==> config.mk <==
export PLATFORM = sky130hd
export DESIGN_NAME = ps2_keystroke_tx
export DESIGN_NICKNAME = d
export VERILOG_FILES = /design/src/rtl/ps2_kbd_pkg.sv /design/src/rtl/ascii_to_keycode.sv /design/src/rtl/ps2_keystroke_tx.sv
export SDC_FILE = /design/constraint.sdc
export NUM_CORES = 1
export LEC_CHECK = 0
export BUFFER_PORTS_ARGS = -buffer_cell sky130_fd_sc_hd__buf_2
export CAP_MARGIN = 20
export CORE_ASPECT_RATIO = 0.5
export CORE_MARGIN = 3
export CORE_UTILIZATION = 30
export DETAILED_ROUTE_END_ITERATION = 7
export GPL_TIMING_DRIVEN = 0
export PLACE_DENSITY = 0.44
export SYNTH_ARGS = -nofsm -noshare
export SYNTH_HDL_FRONTEND = slang
export SYNTH_SLANG_ARGS = --single-unit
==> constraint.sdc <==
create_clock -name clk -period 3.1 [get_ports clk]
set_clock_uncertainty 0.05 [all_clocks]
set_input_delay 0.775 -clock clk [delete_from_list [all_inputs] [get_ports clk]]
set_output_delay 0.775 -clock clk [all_outputs]
set_load 0.01 [all_outputs]
==> src/rtl/ps2_kbd_pkg.sv <==
// Shared constants, types and helpers for the PS/2 keyboard paths.
package ps2_kbd_pkg;

    // Prefix byte sent before the repeated make code on key release.
    localparam logic [7:0] BREAK_PREFIX = 8'hF0;

    // ASCII characters with a key mapping.
    localparam logic [7:0] ASCII_F1    = 8'h21;
    localparam logic [7:0] ASCII_F2    = 8'h22;
    localparam logic [7:0] ASCII_A     = 8'h41;
    localparam logic [7:0] ASCII_D     = 8'h44;
    localparam logic [7:0] ASCII_F     = 8'h46;
    localparam logic [7:0] ASCII_H     = 8'h48;
    localparam logic [7:0] ASCII_M     = 8'h4D;
    localparam logic [7:0] ASCII_R     = 8'h52;
    localparam logic [7:0] ASCII_S     = 8'h53;
    localparam logic [7:0] ASCII_T     = 8'h54;
    localparam logic [7:0] ASCII_ENTER = 8'h0D;

    // Matching set-2 make codes.
    localparam logic [7:0] SC_F1    = 8'h05;
    localparam logic [7:0] SC_F2    = 8'h06;
    localparam logic [7:0] SC_A     = 8'h1C;
    localparam logic [7:0] SC_D     = 8'h23;
    localparam logic [7:0] SC_F     = 8'h2B;
    localparam logic [7:0] SC_H     = 8'h33;
    localparam logic [7:0] SC_M     = 8'h3A;
    localparam logic [7:0] SC_R     = 8'h2D;
    localparam logic [7:0] SC_S     = 8'h1B;
    localparam logic [7:0] SC_T     = 8'h2C;
    localparam logic [7:0] SC_ENTER = 8'h5A;

    // Bits per frame: start, 8 data, parity, stop.
    localparam int unsigned FRAME_BITS = 11;

    typedef enum logic [1:0] {
        IDLE,
        BIT_HI,
        BIT_LO,
        GAP
    } ps2_tx_state_t;

    // Frame laid out LSB-first as it goes on the wire: bit 0 is the start bit.
    function automatic logic [10:0] make_frame(input logic [7:0] data);
        return {1'b1, ~^data, data, 1'b0};
    endfunction

endpackage

==> src/rtl/ascii_to_keycode.sv <==
// Combinational ASCII to set-2 make-code lookup, inverse of the receive-path map.
module ascii_to_keycode
    import ps2_kbd_pkg::*;
(
    input  logic [7:0] ascii_code,
    output logic [7:0] key_code,
    output logic       valid
);

    // Table lookup; anything not listed is reported as invalid.
    always_comb begin
        key_code = 8'h00;
        valid    = 1'b1;
        case (ascii_code)
            ASCII_F1:    key_code = SC_F1;
            ASCII_F2:    key_code = SC_F2;
            ASCII_A:     key_code = SC_A;
            ASCII_D:     key_code = SC_D;
            ASCII_F:     key_code = SC_F;
            ASCII_H:     key_code = SC_H;
            ASCII_M:     key_code = SC_M;
            ASCII_R:     key_code = SC_R;
            ASCII_S:     key_code = SC_S;
            ASCII_T:     key_code = SC_T;
            ASCII_ENTER: key_code = SC_ENTER;
            default:     valid    = 1'b0;
        endcase
    end

endmodule

==> src/rtl/ps2_keystroke_tx.sv <==
// Device-side PS/2 keystroke transmitter: one ASCII character in, make/break bytes out.
module ps2_keystroke_tx
    import ps2_kbd_pkg::*;
#(
    parameter int unsigned HALF_PERIOD = 4000,
    parameter int unsigned GAP_CYCLES  = 8000,
    parameter bit          SEND_BREAK  = 1'b1
) (
    input  logic       clk,
    input  logic       reset_n,
    input  logic [7:0] ascii_code,
    input  logic       start,
    output logic       busy,
    output logic       done_tick,
    output logic       unknown_tick,
    output logic       ps2c,
    output logic       ps2d
);

    // One timer serves both the half-period and the inter-frame gap.
    localparam int unsigned TMR_MAX = (HALF_PERIOD > GAP_CYCLES) ? HALF_PERIOD : GAP_CYCLES;
    localparam int unsigned TMR_W   = (TMR_MAX > 1) ? $clog2(TMR_MAX) : 1;

    localparam logic [TMR_W-1:0] HALF_LAST = TMR_W'(HALF_PERIOD - 1);
    localparam logic [TMR_W-1:0] GAP_LAST  = TMR_W'(GAP_CYCLES - 1);
    localparam logic [1:0]       LAST_IDX  = SEND_BREAK ? 2'd2 : 2'd0;
    localparam logic [3:0]       LAST_BIT  = 4'(FRAME_BITS - 1);

    ps2_tx_state_t    state;
    logic [3:0]       bit_cnt;
    logic [1:0]       byte_idx;
    logic [TMR_W-1:0] timer;
    logic [10:0]      frame;
    logic [7:0]       code;

    logic [7:0]       lut_code;
    logic             lut_valid;
    logic [7:0]       next_byte;

    ascii_to_keycode u_lut (
        .ascii_code (ascii_code),
        .key_code   (lut_code),
        .valid      (lut_valid)
    );

    // Byte that follows the current one: break prefix after the first, make code after that.
    always_comb begin
        next_byte = (byte_idx == 2'd0) ? BREAK_PREFIX : code;
    end

    // Keystroke sequencer; ps2c/ps2d are registered so the lines never glitch.
    always_ff @(posedge clk or negedge reset_n) begin
        if (!reset_n) begin
            state        <= IDLE;
            bit_cnt      <= 4'd0;
            byte_idx     <= 2'd0;
            timer        <= '0;
            frame        <= '1;
            code         <= 8'h00;
            busy         <= 1'b0;
            done_tick    <= 1'b0;
            unknown_tick <= 1'b0;
            ps2c         <= 1'b1;
            ps2d         <= 1'b1;
        end else begin
            done_tick    <= 1'b0;
            unknown_tick <= 1'b0;
            case (state)
                IDLE: begin
                    if (start) begin
                        if (lut_valid) begin
                            code     <= lut_code;
                            frame    <= make_frame(lut_code);
                            byte_idx <= 2'd0;
                            bit_cnt  <= 4'd0;
                            timer    <= '0;
                            busy     <= 1'b1;
                            ps2c     <= 1'b1;
                            ps2d     <= 1'b0;
                            state    <= BIT_HI;
                        end else begin
                            unknown_tick <= 1'b1;
                        end
                    end
                end

                BIT_HI: begin
                    if (timer == HALF_LAST) begin
                        timer <= '0;
                        ps2c  <= 1'b0;
                        state <= BIT_LO;
                    end else begin
                        timer <= timer + 1'b1;
                    end
                end

                BIT_LO: begin
                    if (timer == HALF_LAST) begin
                        timer <= '0;
                        ps2c  <= 1'b1;
                        if (bit_cnt < LAST_BIT) begin
                            // Data moves only together with the rising clock edge.
                            bit_cnt <= bit_cnt + 4'd1;
                            frame   <= {1'b1, frame[10:1]};
                            ps2d    <= frame[1];
                            state   <= BIT_HI;
                        end else begin
                            ps2d  <= 1'b1;
                            state <= GAP;
                        end
                    end else begin
                        timer <= timer + 1'b1;
                    end
                end

                GAP: begin
                    if (timer == GAP_LAST) begin
                        timer <= '0;
                        if (byte_idx == LAST_IDX) begin
                            busy      <= 1'b0;
                            done_tick <= 1'b1;
                            state     <= IDLE;
                        end else begin
                            byte_idx <= byte_idx + 2'd1;
                            bit_cnt  <= 4'd0;
                            frame    <= make_frame(next_byte);
                            ps2d     <= 1'b0;
                            state    <= BIT_HI;
                        end
                    end else begin
                        timer <= timer + 1'b1;
                    end
                end

                default: state <= IDLE;
            endcase
        end
    end

endmodule
# Word level (Yosys, flattened, before mapping)
# Cells that the tools add are included.
# Widths: inputs -> output; s select.
word_totals:
  register_bits: 45
  latchBits: 0
  ramBits: 0
  mem_bits_ro: 0
  word_cells: 113
  mem_count: 0
classes:
  add_sub_neg: 3
  mul: 0
  n_div: 0
  n_lt_le_gt_ge: 1
  n_eq_ne: 25
  shift: 0
  muxes: 56
  bitwise_logic: 0
  n_reduce_logical: 17
ops:
  columns: ["cell", "n"]
  rows:
  - ["$pmux 7 s11", 1]
  - ["$mux 11", 6]
  - ["$eq 8x7->1 const B", 8]
  - ["$mux 13", 4]
  - ["$pmux 13 s3", 1]
  - ["$pmux 11 s3", 1]
  - ["$mux 4", 6]
  - ["$mux 1", 20]
  - ["$mux 2", 10]
  - ["$reduce_and 5->1", 4]
  - ["$eq 8x6->1 const B", 2]
  - ["$ne 2x2->1 const B", 8]
  - ["$reduce_xnor 8->1", 2]
  - ["$add 13x1->13 const B", 1]
  - ["$eq 13x12->1 const B", 1]
  - ["$eq 13x13->1 const B", 1]
  - ["$pmux 4 s3", 1]
  - ["$reduce_or 11->1", 1]
  - ["$eq 8x4->1 const B", 1]
  - ["$mux 8", 1]
  - ["$pmux 2 s4", 1]
  - ["$reduce_and 7->1", 1]
  - ["$eq 2x2->1 const B", 3]
  - ["$pmux 1 s3", 2]
  - ["13 further kinds", 15]

# Depth between registers and ports, before layout
# Gate-level depths: netlist (run 1).
depth:
  word_depth: 6
  mapped_depth: 10
  ltp_nobuf: 8

# Cells and area by module
# From an unflattened synthesis (run 1), not the netlist that was laid out.
unflattened:
  cells_unflattened: 313
  hier_area_um2: 2926.6
modules_own_cells:
  columns: ["mod", "n_inst", "cells_each", "area_per_inst_um2", "seq_area_each_um2"]
  rows:
  - ["ps2_keystroke_tx", 1, 259, 2580.0, 1089.8]
  - ["ascii_to_keycode", 1, 54, 346.6, 0.0]

# Worst setup path after synthesis (run 1)
# Ideal clock, no wire load.
synth_path:
  kind: "input-to-reg"
  startpoint: "input ascii_code[6]"
  endpoint: "register frame[9]"
  setup_ps: 88
  arrival_time_ps: 2958
  slack_ps: 5
  cell_stages: 8
  n_path_buf: 1
  cell_sequence: "buf_6 -> or3b_1 -> or4_4 -> or2_4 -> a211o_1 -> a211o_1 -> a2111oi_2 -> nor3_1"
synth_between:
  elab_chain_cells: 6
  elab_cells_between_ends: 20
  classes_between: "eq/ne: 12; mux: 5; reduce/logical: 3"
synth_rtl:
  columns: ["element", "line_no", "rtl"]
  rows:
  - ["from (decl)", "ps2_keystroke_tx.sv:11", "input logic [7:0] ascii_code,"]
  - ["$eq 8x4->1, or another cell as far along", "ascii_to_keycode.sv:14", "case (ascii_code)"]
  - ["$pmux 7 s11", "ascii_to_keycode.sv:14", null]
  - ["$reduce_xnor 8->1", "ps2_kbd_pkg.sv:45", "return {1'b1, ~^data, data, 1'b0};"]
  - ["$mux 11", "ps2_keystroke_tx.sv:71", "if (lut_valid) begin"]
  - ["$mux 11", "ps2_keystroke_tx.sv:70", "if (start) begin"]
  - ["$pmux 11 s3", "ps2_keystroke_tx.sv:68", "case (state)"]
  - ["to (signal assigned)", "ps2_keystroke_tx.sv:73", "frame <= make_frame(lut_code);"]
  - ["to (signal assigned)", "ps2_keystroke_tx.sv:104", "frame <= {1'b1, frame[10:1]};"]
  - ["to (signal assigned)", "ps2_keystroke_tx.sv:126", "frame <= make_frame(next_byte);"]
  - ["to (decl)", "ps2_keystroke_tx.sv:33", "logic [10:0] frame;"]
# Several ways; a longest one is shown, not always the timed one. The select of a mux whose other input is x is not followed.
# A chain may end at the register's enable or synchronous reset.

# Final worst setup path (run 1)
layout_path:
  startpoint: "input ascii_code[5]"
  endpoint: "register frame[9]"
# The elaborated chain is that of the path after synthesis.

==> results of run 1 <==
## registers in the layout (all words and copies together), names as in the netlist
signal,count
ps2c,1
bit_cnt,4
code,7
done_tick,1
busy,1
state,2
timer,13
byte_idx,2
ps2d,1
frame,9
unknown_tick,1
## area by class of cell
type | count | area [um2] | area share (%)
Multi-Input combinational cell | 248 | 1800 | 51.9
Sequential cell | 42 | 1060 | 30.7
Tap cell | 130 | 163 | 4.68
Timing Repair Buffer | 18 | 135 | 3.89
Clock buffer | 5 | 125 | 3.60
Buffer | 17 | 104 | 2.99
Inverter | 15 | 56.3 | 1.62
Clock inverter | 3 | 21.3 | 0.612
## critical path: cells and delay by family
| kind | cells | cell delay [ns] |
|---|---|---|
| AND/OR/NAND/NOR | 4 | 1.21 |
| AO/OA/AOI/OAI | 3 | 1.07 |
| buffers and inverters | 1 | 0.15 |
## power breakdown
part           internal, W  switching [W]
Clock             0.000298       0.000218
Sequential        0.000718       0.000103
Combinational     0.000533       0.000798
Total              0.00155        0.00112
## cell families (layout without fill, tap and decap cells)
group           Yosys count  after routing  synth area share [%]
simple gates            119            119                  22.5
compound gates           93             93                  22.9
fa+ha+maj                10             10                  4.27
mux                      13             13                  4.78
flops                    42             42                  36.3
buf+inv                  32             58                  5.33
xor+xnor                 13             13                  3.88
## path summary, 6_finish.rpt
check	start	end	slack [ns]	depth (start not counted)
worst max-delay path	ascii_code[5]	frame[9]$_DFFE_PN1P_	0.05	8
worst min-delay path	reset_n	timer[0]$_DFFE_PN0P_	0.41	1
worst max register to register	timer[0]$_DFFE_PN0P_	bit_cnt[0]$_DFFE_PN0P_	0.50	7
worst min register to register	frame[1]$_DFFE_PN1P_	frame[1]$_DFFE_PN1P_	0.42	2
max in group asynchronous	reset_n	frame[7]$_DFFE_PN1P_	2.02	2
min in group clk	frame[1]$_DFFE_PN1P_	frame[1]$_DFFE_PN1P_	0.42	2
## layout by cell type, fill, tap and decap left out, types with 3 or more instances in the layout
cell / instances
sky130_fd_sc_hd__nor2b_1: 4
sky130_fd_sc_hd__mux2i_1: 5
sky130_fd_sc_hd__or3_1: 3
sky130_fd_sc_hd__a21oi_1: 20
sky130_fd_sc_hd__dfstp_2: 11
sky130_fd_sc_hd__o211ai_1: 4
sky130_fd_sc_hd__o21ai_0: 19
sky130_fd_sc_hd__nand3_1: 8
sky130_fd_sc_hd__or3b_2: 3
sky130_fd_sc_hd__nor4_1: 3
sky130_fd_sc_hd__xnor2_1: 11
sky130_fd_sc_hd__nor3_1: 6
sky130_fd_sc_hd__mux2_2: 8
sky130_fd_sc_hd__nor3b_1: 3
sky130_fd_sc_hd__nor2_1: 23
sky130_fd_sc_hd__nand2b_1: 9
sky130_fd_sc_hd__buf_2: 18
sky130_fd_sc_hd__nand2_1: 28
sky130_fd_sc_hd__o31ai_2: 5
sky130_fd_sc_hd__buf_6: 4
sky130_fd_sc_hd__clkbuf_1: 7
sky130_fd_sc_hd__a31oi_1: 5
sky130_fd_sc_hd__inv_1: 15
sky130_fd_sc_hd__clkbuf_16: 5
sky130_fd_sc_hd__and3_1: 3
sky130_fd_sc_hd__a22oi_1: 3
sky130_fd_sc_hd__and2_1: 3
sky130_fd_sc_hd__o31ai_1: 3
sky130_fd_sc_hd__ha_1: 10
sky130_fd_sc_hd__dfrtp_1: 31
sky130_fd_sc_hd__buf_4: 3
sky130_fd_sc_hd__a21o_1: 3
## metrics by stage
| step | util [%] | total power [W] | worst slack, ns |
|---|---|---|---|
| finish | 38.2 | 0.00267 | 0.0521 |
| global route | 38.2 | 0.00289 | -0.0165 |
| CTS | 36.7 | 0.00265 | 0.0395 |
| detailed placement | 34.7 | 0.00210 | -0.448 |
| global placement | 34.7 | 0.00208 | -0.467 |
| floorplan | - | 0.00176 | 0.00485 |
## what timing repair did
item / 4_1_cts / 5_1_grt
cloned: 0 / 0
pin swaps: 1 / 4
setup buffers: 1 / 3
setup endpoints to repair: 17 / 18
resized for setup: 4 / 15
## layer usage
layer	vias up	share of wire, %	GRT usage, %
li1	1234	-	-
met1	1194	50	19.3
met2	27	47	22.6
met3	2	2.5	2.26
met4	0	0.60	3.69
met5	-	0	0
==> results by stage, run 1 <==
Global routing:
- The first global-routing pass estimated 12,700 um of wire.
- The number of global-route vias before repair is 2,519.
- For this run, the total global-route usage over all layers was measured as between 10 and 15%.
- The largest net degree at the start of global routing is 43.
- The total overflow left after global routing is 0.
- The initial antenna violation count is 0.

Clock tree:
- The number of H-tree levels is 2.
- The later pin in the worst-skew pair is clocked with a latency of 0.28 ns.
- The clock transition at the registers of the reported paths is 0.06 ns.
- The clock tree from TritonCTS is done.
- The tree is rooted in a sky130_fd_sc_hd__clkbuf_16.
- The number of hold-repair buffers added at the cts stage is 0.
- The deepest clock path buffer count is 2.
- The TritonCTS buffer count is 5.
- The tree built by TritonCTS fans out to 42 sinks.

STA:
- Based on the critical path, the design can be clocked at up to 328 MHz.
- The transition time at the pin with the least slew margin is around 0.6 ns.
- Setup violations remaining at the end of the flow were counted as 0.
- In this run the tightest slew margin relative to its limit is 60.0%.
- The ratio of final minimum period to clock period is 98.3%.
- The total count of max-transition violations in the final report is 0.
- The smallest clock period supported by the final layout is computed as 3.05 ns.
- Setup repair after global routing could not meet its margin everywhere.
- The final sum of negative setup slack is 0 ns.
- The worst hold slack after final layout is about 0.41 ns.
- The total count of hold-check failures in the final report came to 0.

Power and ir drop:
- IR analysis of the VDD net gives a maximum drop of between 0.2 and 0.3 mV.
- The power per cell area is 768 nW/um2.
- The leakage power of the design is 1.39 nW.

Critical path:
- In this run the worst path has a maximum fanout of 8.
- STA puts the critical path data required time at 3.25 ns.
- In this design, the critical path's most frequently occurring cell is sky130_fd_sc_hd__a211o_1.
- The kind of end point of the critical path is a register.
- The path type of the worst setup path is in -> reg.
- At the worst endpoint, the arrival time is 3.20 ns.
- STA classifies the critical path startpoint as an input pin.
- Traced cell by cell, the critical path runs through buf_2 > or3b_1 > or4_4 > or2_4 > a211o_1 > a211o_1 > a2111oi_4 > nor3_1.
- The largest single stage delay on the critical path is 0.46 ns.
- The largest individual stage delay along the critical path comes from the cell sky130_fd_sc_hd__or4_4.

Synth:
- The Yosys step of the flow raised 0 warnings.
- Sorting the synthesized cells by how often they occur yields 31 x sky130_fd_sc_hd__dfrtp_1, 28 x sky130_fd_sc_hd__nand2_1, 23 x sky130_fd_sc_hd__nor2_1, 21 x sky130_fd_sc_hd__o21ai_0, 20 x sky130_fd_sc_hd__a21oi_1.
- The count of different cell masters after synthesis is 65.
- The dominant register cell in the synthesized netlist is sky130_fd_sc_hd__dfrtp_1.
- The sequential element share of the synthesized area is between 30% and 40%.
- After synthesis, the share of flip-flops with an asynchronous set or reset is 100%.
- The mapped netlist covers around 3000 um2.
- The share of Yosys cell area claimed by the top area cell type is 26.5%.
- Counting flops and latches in the post-synthesis netlist gives 42.
- After synthesis, the cell types taking the most area are sky130_fd_sc_hd__dfrtp_1 26%, sky130_fd_sc_hd__dfstp_2 9.9%, sky130_fd_sc_hd__ha_1 4.3%.
- Summed over all instances, the cell type with the most area after synthesis is sky130_fd_sc_hd__dfrtp_1.
- Synthesis produced 322 cells.
- Among all cell types in the netlist, the one instantiated most often is sky130_fd_sc_hd__dfrtp_1.
- Dividing the synthesized area by the synthesized cell count gives 9.11 um2.
- The number of nets handed over by synthesis was 343.
- In this run, synthesis inferred 0 flip-flops with an integrated enable.

Place:
- The last weighted congestion value of the routability-driven placer is ~0.86.
- The cell area reported after detailed placement is 3160 um2.
- The quantity of I/O buffers inserted on ports is 13.
- After legalization and detailed placement, the total HPWL measured 5490 um.
- Once placement completed, the tool counted placed cells totaling 465.

Finish:
- The count of nets after finishing is approximately 370.
- The count of non-filler cells in the finished layout is between 400 and 500.
- After filler insertion, the fill cell instance count of the layout stands at 920.
- In the final layout, the share of cells above drive strength 1 is a little under a quarter.
- The diode insertion count for antenna repair is 0.
- Compared with the post-synthesis result, the final layout area differs by 18.4%.
- The cell area after layout is approximately 3500 um2.

Hold path:
- The path class of the lowest-slack min-delay path is in -> async.

Run status:
- The run finished with clean final reports.

Die:
- The initial utilization of the core area, before any placement, comes to 32.2%.
- The count of standard-cell rows is 24.
- The area of the core is 9100 um2.
- The die span in x is 146 um.
- The die covers roughly 11,000 um2.
- The number of top-level pins is 16.
- The floorplan step set the die height to 75.9 um.

Job:
- The max-capacitance violation count is 0.

Routing:
- In the routed design, unresolved DRC markers number 0.
- The first routing iteration left between 100 and 150 violations.
- The final wirelength is 7520 um.
- Dividing the detail-routed via count by the number of cells gives 5.14.
- The routed wire length per instance is 15.7 um.
- Summing over every cut layer, the via total after detailed routing is about 2,500.
- The first detailed-routing pass took 4 iterations.
- The count of antenna-violating nets left after detailed routing is 0.
Power figures use the tool's default switching activity.
==> run 2, diff against run 1 <==
Settings changed: PLACE_DENSITY 0.44 to 0.46.
Clock period 3.1 ns to 2.6 ns, I/O delays scaled along.
==> results by stage, run 2 (same netlist as run 1, synthesis figures left out) <==
Run status:
- The run finished, with violations left.
- The checks that failed: setup timing.

Critical path:
- In this run the worst setup path begins at ascii_code[1].
- Walking the worst path, the cells encountered are buf_6 > buf_8 > or4b_4 > a311oi_4 > a21oi_4 > a21bo_4 > a21boi_4 > nand3_4 > buf_6 > mux2_2.
- The element type at the critical path start is an input pin.
- STA puts the critical path data arrival time at 2.90 ns.
- The startpoint identified for the worst register-to-register timing path is timer[0]$_DFFE_PN0P_.
- The required time at the endpoint of the critical path is about 2.8 ns.
- The path type of the worst setup path is in -> reg.
- The cell that appears most often on the critical path is sky130_fd_sc_hd__buf_6.
- The number of buffers and inverters on the critical path is 3.
- The worst setup path is captured at a register.
- On the critical path the largest part of the delay comes from compound AO/OA/AOI/OAI gates.
- The stage delay of the slowest cell on the critical path is 0.55 ns.
- Among all stages on the critical path, the largest delay is contributed by sky130_fd_sc_hd__or4b_4.
- Of all nets on the critical path, the largest fanout is 5.

Clock tree:
- Clock latency on the worst-skew pair, taken at its later pin, is between 0.2 and 0.3 ns.
- The H-tree was split into 2 levels.
- Clock tree synthesis found a total of 42 sinks.
- Clock-pin slew was measured on the worst setup and hold paths at approximately 0.07 ns.
- Clock tree synthesis selected as its root buffer the cell sky130_fd_sc_hd__clkbuf_16.
- The clock tree from TritonCTS is done.
- No sink is reached through more buffers than the 2 on the longest clock path.
- Counting the buffers created by CTS gives 5.

Finish:
- Summing all flip-flop and latch instances after layout gives 1060 um2.
- The count of nets after finishing is 380.
- The largest registers in the layout are timer: 13 flops, frame: 9 flops, code: 7 flops.
- The register with the most flip-flops in the layout has 13 of them.
- Relative to the synthesized area, the layout overhead comes to 28.8%.
- Fill cells in the final layout number 894.
- Of the cells placed in the final design, the portion with a size suffix greater than 1 is 31.4%.
- Leaving out fill and tap cells, the most frequent cell in the layout is sky130_fd_sc_hd__dfrtp_1.
- 0 antenna diodes ended up in the layout.
- In the final layout, the multi-input gates occupy 1970 um2.
- The top cell types in the final layout, fill and taps aside, are 31 x sky130_fd_sc_hd__dfrtp_1, 28 x sky130_fd_sc_hd__nand2_1, 23 x sky130_fd_sc_hd__nor2_1, 16 x sky130_fd_sc_hd__a21oi_1.
- The register with the highest flop count is timer.

Place:
- The pre-CTS setup slack is -0.654 ns.
- The last weighted congestion value of the routability-driven placer is 0.856.
- The detailed placement HPWL is between 5000 and 6000 um.
- The quantity of I/O buffers inserted on ports is 13.

STA:
- After layout, the minimum clock period comes to 2.74 ns.
- The final number of setup-violating endpoints is 27.
- Setup total negative slack on the finished layout was measured at -2.08 ns.
- The ratio of final minimum period to clock period is 105%.
- The total count of hold-check failures in the final report was 0.
- At the pin with the least slew margin, the transition time is ~0.95 ns.
- Measured against its own limit, the worst slew margin works out to a little over a third.
- The maximum operating frequency is 365 MHz.
- Setup repair after global routing could not meet its margin everywhere.
- Across all hold checks on the routed design, the worst slack comes to 0.421 ns.
- The total count of max-transition violations in the final report came to 0.
- After layout, the worst setup slack is -0.141 ns.

Routing:
- Across all layers, the routed design uses between 2,000 and 3,000 vias.
- In the final routed layout, each cell accounts on average for 15.6 um.
- After detailed routing, the number of remaining DRC violations is 0.
- The iteration-0 DRC count of the detailed router is 148.
- After detailed routing, the number of vias per cell comes to approximately 5.3.
- The pre-antenna-repair detailed-routing pass consisted of 6 iterations.
- Once detail routing completed, the nets flagged for antenna violations numbered 0.
- The final wirelength is 7620 um.

Global routing:
- The largest net degree at the start of global routing is between 40 and 50.
- The global-route usage over all layers is roughly 14%.
- The sum of overflow across all layers after global routing is 0.
- The number of global-route vias before repair is around 2,500.
- The global-route wire length before repair is approximately 13,000 um.
- The initial antenna violation count is 0.

Die:
- After floorplanning, the core was divided into 24 placement rows.
- After floorplanning, the core was sized to cover 9100 um2.
- The die span in x is 146 um.
- The starting density of the core is 32.2%.
- The die covers 11,100 um2.
- The number of top-level pins is 16.
- The vertical extent of the die is 75.9 um.

Power and ir drop:
- The maximum vdd ir drop is 0.347 mV.
- The power per cell area is about 960 nW/um2.
- The leakage power of the design is 1.50 nW.

Hold path:
- The path class of the lowest-slack min-delay path is reg -> reg.
- The critical hold path startpoint is frame[2]$_DFFE_PN1P_.

Job:
- The max-capacitance violation count is 0.
[run 2: cell types whose count changed in the layout (fill, tap and decap cells not counted), moves of 6 or more]
| cell | delta |
|---|---|
| sky130_fd_sc_hd__buf_6 | +11 |
| sky130_fd_sc_hd__o21ai_0 | -6 |
| sky130_fd_sc_hd__buf_4 | +8 |
| sky130_fd_sc_hd__buf_2 | -7 |
[run 2: final cells by class]
cell class	count	share of cell area, %
timing repair buffer	31	6.66
sequential	42	28.2
tap	130	4.31
clock inverter	2	0.265
buffer	16	3.41
clock buffer	6	3.41
inverter	15	1.49
multi-input combinational	248	52.3
[run 2: power by group]
group          internal (W)  switching (W)  leakage, nW
registers          0.000856       0.000128        0.534
clock network      0.000353       0.000262       0.0706
logic              0.000917        0.00111        0.890
total               0.00213        0.00150         1.50
[run 2: worst min-delay path, delay by kind of cell, from the launching register on]
family                 cells  cell delay, ns
buffers and inverters      1            0.04
flip-flops                 1            0.37
multiplexers               1            0.06
[run 2: what timing repair did]
| item | CTS | global route |
|---|---|---|
| setup endpoints to repair | 34 | 36 |
| hold buffers | 0 | 0 |
| buffers inserted | 7 | 11 |
| pin swaps | 10 | 15 |
| resized for setup | 22 | 48 |
[run 2: metrics by stage]
step	instances	utilization (%)	area [um2]	power, W
2_1_floorplan	322	-	2990	0.00216
3_3_place_gp	465	35.3	3210	0.00254
3_5_place_dp	465	35.3	3210	0.00254
4_1_cts	479	38.4	3490	0.00326
5_1_grt	490	41.5	3780	0.00390
6_report	490	41.5	3780	0.00363
[run 2: path summary, 6_finish.rpt]
check | end | slack (ns) | cells after the start
worst max-delay path | frame[8]$_DFFE_PN1P_ | -0.14 | 10
worst min register to register | frame[2]$_DFFE_PN1P_ | 0.42 | 2
worst max register to register | frame[8]$_DFFE_PN1P_ | 0.08 | 8
max in group asynchronous | timer[4]$_DFFE_PN0P_ | 1.44 | 1
worst min-delay path | frame[2]$_DFFE_PN1P_ | 0.42 | 2
min in group asynchronous | code[6]$_DFFE_PN0P_ | 0.46 | 1
[run 2: metal layers]
layer	wire (um)	up-vias	track usage (%)
li1	-	1264	-
met1	3690	1275	19.0
met2	3580	49	22.1
met3	306	5	2.74
met4	48	0	2.27
met5	0	-	0
==> run 3, diff against run 2 <==
Settings changed: PLACE_DENSITY 0.46 to 0.44.
Clock period 2.6 ns to 3.34 ns, I/O delays scaled along.
==> results by stage, run 3 (same netlist as run 1, synthesis figures left out) <==
Clock tree:
- The number of sinks handled by clock tree synthesis is 42.
- The latest clock arrival within the worst-skew pair is 0.29 ns.
- CTS placed an instance of sky130_fd_sc_hd__clkbuf_16 at the clock tree root.
- The H-tree generated during clock tree synthesis spans 2 levels.
- The TritonCTS buffer count is 5.
- The clock tree from TritonCTS is done.
- The deepest clock path buffer count is 2.
- Clock-pin slew was measured on the worst setup and hold paths at 0.06 ns.
- After clock tree synthesis, the setup repair step added 0 buffers.

Critical path:
- Setup slack on the worst reg-to-reg path comes out at ~0.70 ns.
- The element type at the critical path start is an input pin.
- The worst endpoint data arrival time is 3.32 ns.
- Data on the critical path is required at its endpoint by 3.48 ns.
- Traced cell by cell, the critical path runs through buf_2 > or4b_1 > o32ai_4 > a21oi_2 > a21bo_4 > and2_4 > buf_6 > clkbuf_1 > o31ai_1 > o41ai_1.
- The critical path depth is 10.
- The kind of end point of the critical path is a register.
- In this run the critical register-to-register path is launched from timer[0]$_DFFE_PN0P_.
- The combined buffer and inverter count along the critical path is 3.
- The library cell contributing the largest single delay on the critical path is sky130_fd_sc_hd__or4b_1.
- The stage delay of the slowest cell on the critical path is 0.59 ns.
- In this design, the largest share of critical-path delay is due to compound AO/OA/AOI/OAI gates.
- The endpoint identified for the worst register-to-register timing path is byte_idx[0]$_DFFE_PN0P_.
- The path type of the worst setup path is in -> reg.
- The worst register-to-register path has a depth of 7.
- Of all nets on the critical path, the largest fanout is 10.

STA:
- The ratio of final minimum period to clock period is about 95%.
- The worst hold slack after final layout is 0.423 ns.
- Setup violations remaining at the end of the flow were counted as 0.
- The total count of hold-check failures in the final report was 0.
- In this run the tightest slew margin relative to its limit is 62.3%.
- Setup repair after global routing left no endpoint under its margin.
- For the pin with the worst max-slew slack, the measured transition is 0.565 ns.
- Once routing completed, OpenROAD measured the worst setup slack at 0.166 ns.
- The total count of max-transition violations in the final report was 0.
- The routed design could run at a clock period as short as 3.17 ns.
- The maximum operating frequency is 315 MHz.

Routing:
- After detailed routing, the number of remaining DRC violations is 0.
- The first-pass iteration count of the detailed router is 5.
- Detailed routing inserted a total of 2,422 vias.
- The routed wire length per instance is ~16 um.
- In this run the remaining antenna-violating nets after routing total 0.
- Wires add up to 7460 um.
- The number of vias per cell after detailed routing is 5.11.
- After the first detailed-routing iteration, the DRC count stood at 130.

Die:
- The area of the core is 9100 um2.
- In this run the core area contains 24 standard-cell rows.
- The total die area is 11,100 um2.
- The number of top-level pins is 16.
- The starting density of the core is 32.2%.
- The floorplan step set the die width to 146 um.
- The die is 75.9 um tall.

Global routing:
- The number of global-route vias before repair is 2,511.
- The sum of overflow across all layers after global routing is 0.
- The largest net degree at the start of global routing is 43.
- The initial antenna violation count is 0.
- The global-route usage over all layers is 13.8%.
- The first global-routing pass estimated between 10,000 and 15,000 um of wire.

Power and ir drop:
- The power per cell area is ~730 nW/um2.
- The leakage power of the design is 1.34 nW.
- The overall power of the completed layout is 0.00244 W.
- IR analysis of the VDD net gives a maximum drop of 0.268 mV.

Finish:
- In the final layout, the registers with the most flip-flops are timer: 13 flops, frame: 9 flops, code: 7 flops.
- Leaving out fill and tap cells, the most frequent cells in the layout are 31 x sky130_fd_sc_hd__dfrtp_1, 28 x sky130_fd_sc_hd__nand2_1, 23 x sky130_fd_sc_hd__nor2_1, 21 x sky130_fd_sc_hd__o21ai_0, 20 x sky130_fd_sc_hd__a21oi_1.
- Compared with the post-synthesis result, the final layout area differs by 14.4%.
- The register with the most flip-flops in the layout has 13 of them.
- After filler insertion, the fill cell instance count of the layout stands at approximately 930.
- The share of cells above drive strength 1 is 19.8%.
- The most common cell after layout, fill and taps aside is sky130_fd_sc_hd__dfrtp_1.
- The diode insertion count for antenna repair is 0.
- The count of nets after finishing is 364.
- Summing all non-filler instances in the final layout gives an area of about 3400 um2.
- The register with the most flip-flops in the final layout is timer.

Place:
- The last weighted congestion value of the routability-driven placer is roughly 0.86.
- The quantity of I/O buffers inserted on ports is 13.
- The cell area reported after detailed placement is 3160 um2.
- Timing analysis after detailed placement gives a worst setup slack of -0.268 ns.
- The detailed placement HPWL is 5490 um.

Job:
- The max-capacitance violation count is 0.

Hold path:
- The cell depth of the worst hold path is 2.
- The path class of the lowest-slack min-delay path is reg -> reg.
- The worst hold path endpoint is frame[1]$_DFFE_PN1P_.
- The critical hold path startpoint is frame[1]$_DFFE_PN1P_.

Run status:
- The run finished with clean final reports.
-- run 3: cell count changes in the layout (fill, tap and decap cells not counted), moves of 4 or more --
cell	change
sky130_fd_sc_hd__o21ai_1	-6
sky130_fd_sc_hd__o21ai_0	+8
sky130_fd_sc_hd__buf_2	+7
sky130_fd_sc_hd__buf_4	-11
sky130_fd_sc_hd__o31ai_1	+6
sky130_fd_sc_hd__a21oi_1	+4
sky130_fd_sc_hd__o31ai_4	-4
sky130_fd_sc_hd__buf_6	-11
-- run 3: worst reg2reg max path: stages, from the launching register on --
cell,delay [ns]
sky130_fd_sc_hd__dfrtp_1,0.38
sky130_fd_sc_hd__ha_1,0.23
sky130_fd_sc_hd__and4_1,0.26
sky130_fd_sc_hd__nand2_1,0.11
sky130_fd_sc_hd__o31ai_1,0.52
sky130_fd_sc_hd__a21boi_4,0.39
sky130_fd_sc_hd__o21ai_0,0.20
sky130_fd_sc_hd__a221o_1,0.38
-- run 3: metal layers --
layer	part of all wire, %	track usage (%)
met5	0	0
met3	3.4	2.26
met4	0.68	3.69
met1	50	19.3
met2	45	22.2
-- run 3: worst max-delay path by stage --
stage	startpoint	end	slack (ns)
floorplan	ascii_code[6]	frame[9]$_DFFE_PN1P_	0.18
global placement	ascii_code[4]	timer[10]$_DFFE_PN0P_	-0.29
detailed placement	ascii_code[4]	timer[8]$_DFFE_PN0P_	-0.27
CTS	ascii_code[4]	timer[6]$_DFFE_PN0P_	0.03
global route	ascii_code[7]	ps2c$_DFFE_PN1P_	0.001
finish	ascii_code[7]	ps2c$_DFFE_PN1P_	0.17
-- run 3: stage by stage --
step                setup TNS, ns  util, %  std cells
global route                    0     36.9        474
detailed placement          -3.63     34.7        465
floorplan                       0        -        322
global placement            -4.10     34.7        465
finish                          0     36.9        474
CTS                             0     36.3        473
-- run 3: area by class of cell --
class	count	area, um2	share of cell area (%)
inverter	15	56.3	1.68
multi-input combinational	248	1730	51.6
timing repair buffer	14	92.6	2.76
tap	130	163	4.85
clock inverter	3	21.3	0.634
sequential	42	1060	31.7
buffer	17	100	2.98
clock buffer	5	125	3.73
-- run 3: power breakdown --
| part | switching (W) | internal [W] |
|---|---|---|
| Sequential | 0.0000953 | 0.000667 |
| Combinational | 0.000716 | 0.000474 |
| Clock | 0.000208 | 0.000277 |
| Total | 0.00102 | 0.00142 |
-- run 3: what timing repair did --
action,CTS,global route
hold buffers,0,0
setup endpoints to repair,0,16
resized for setup,0,3
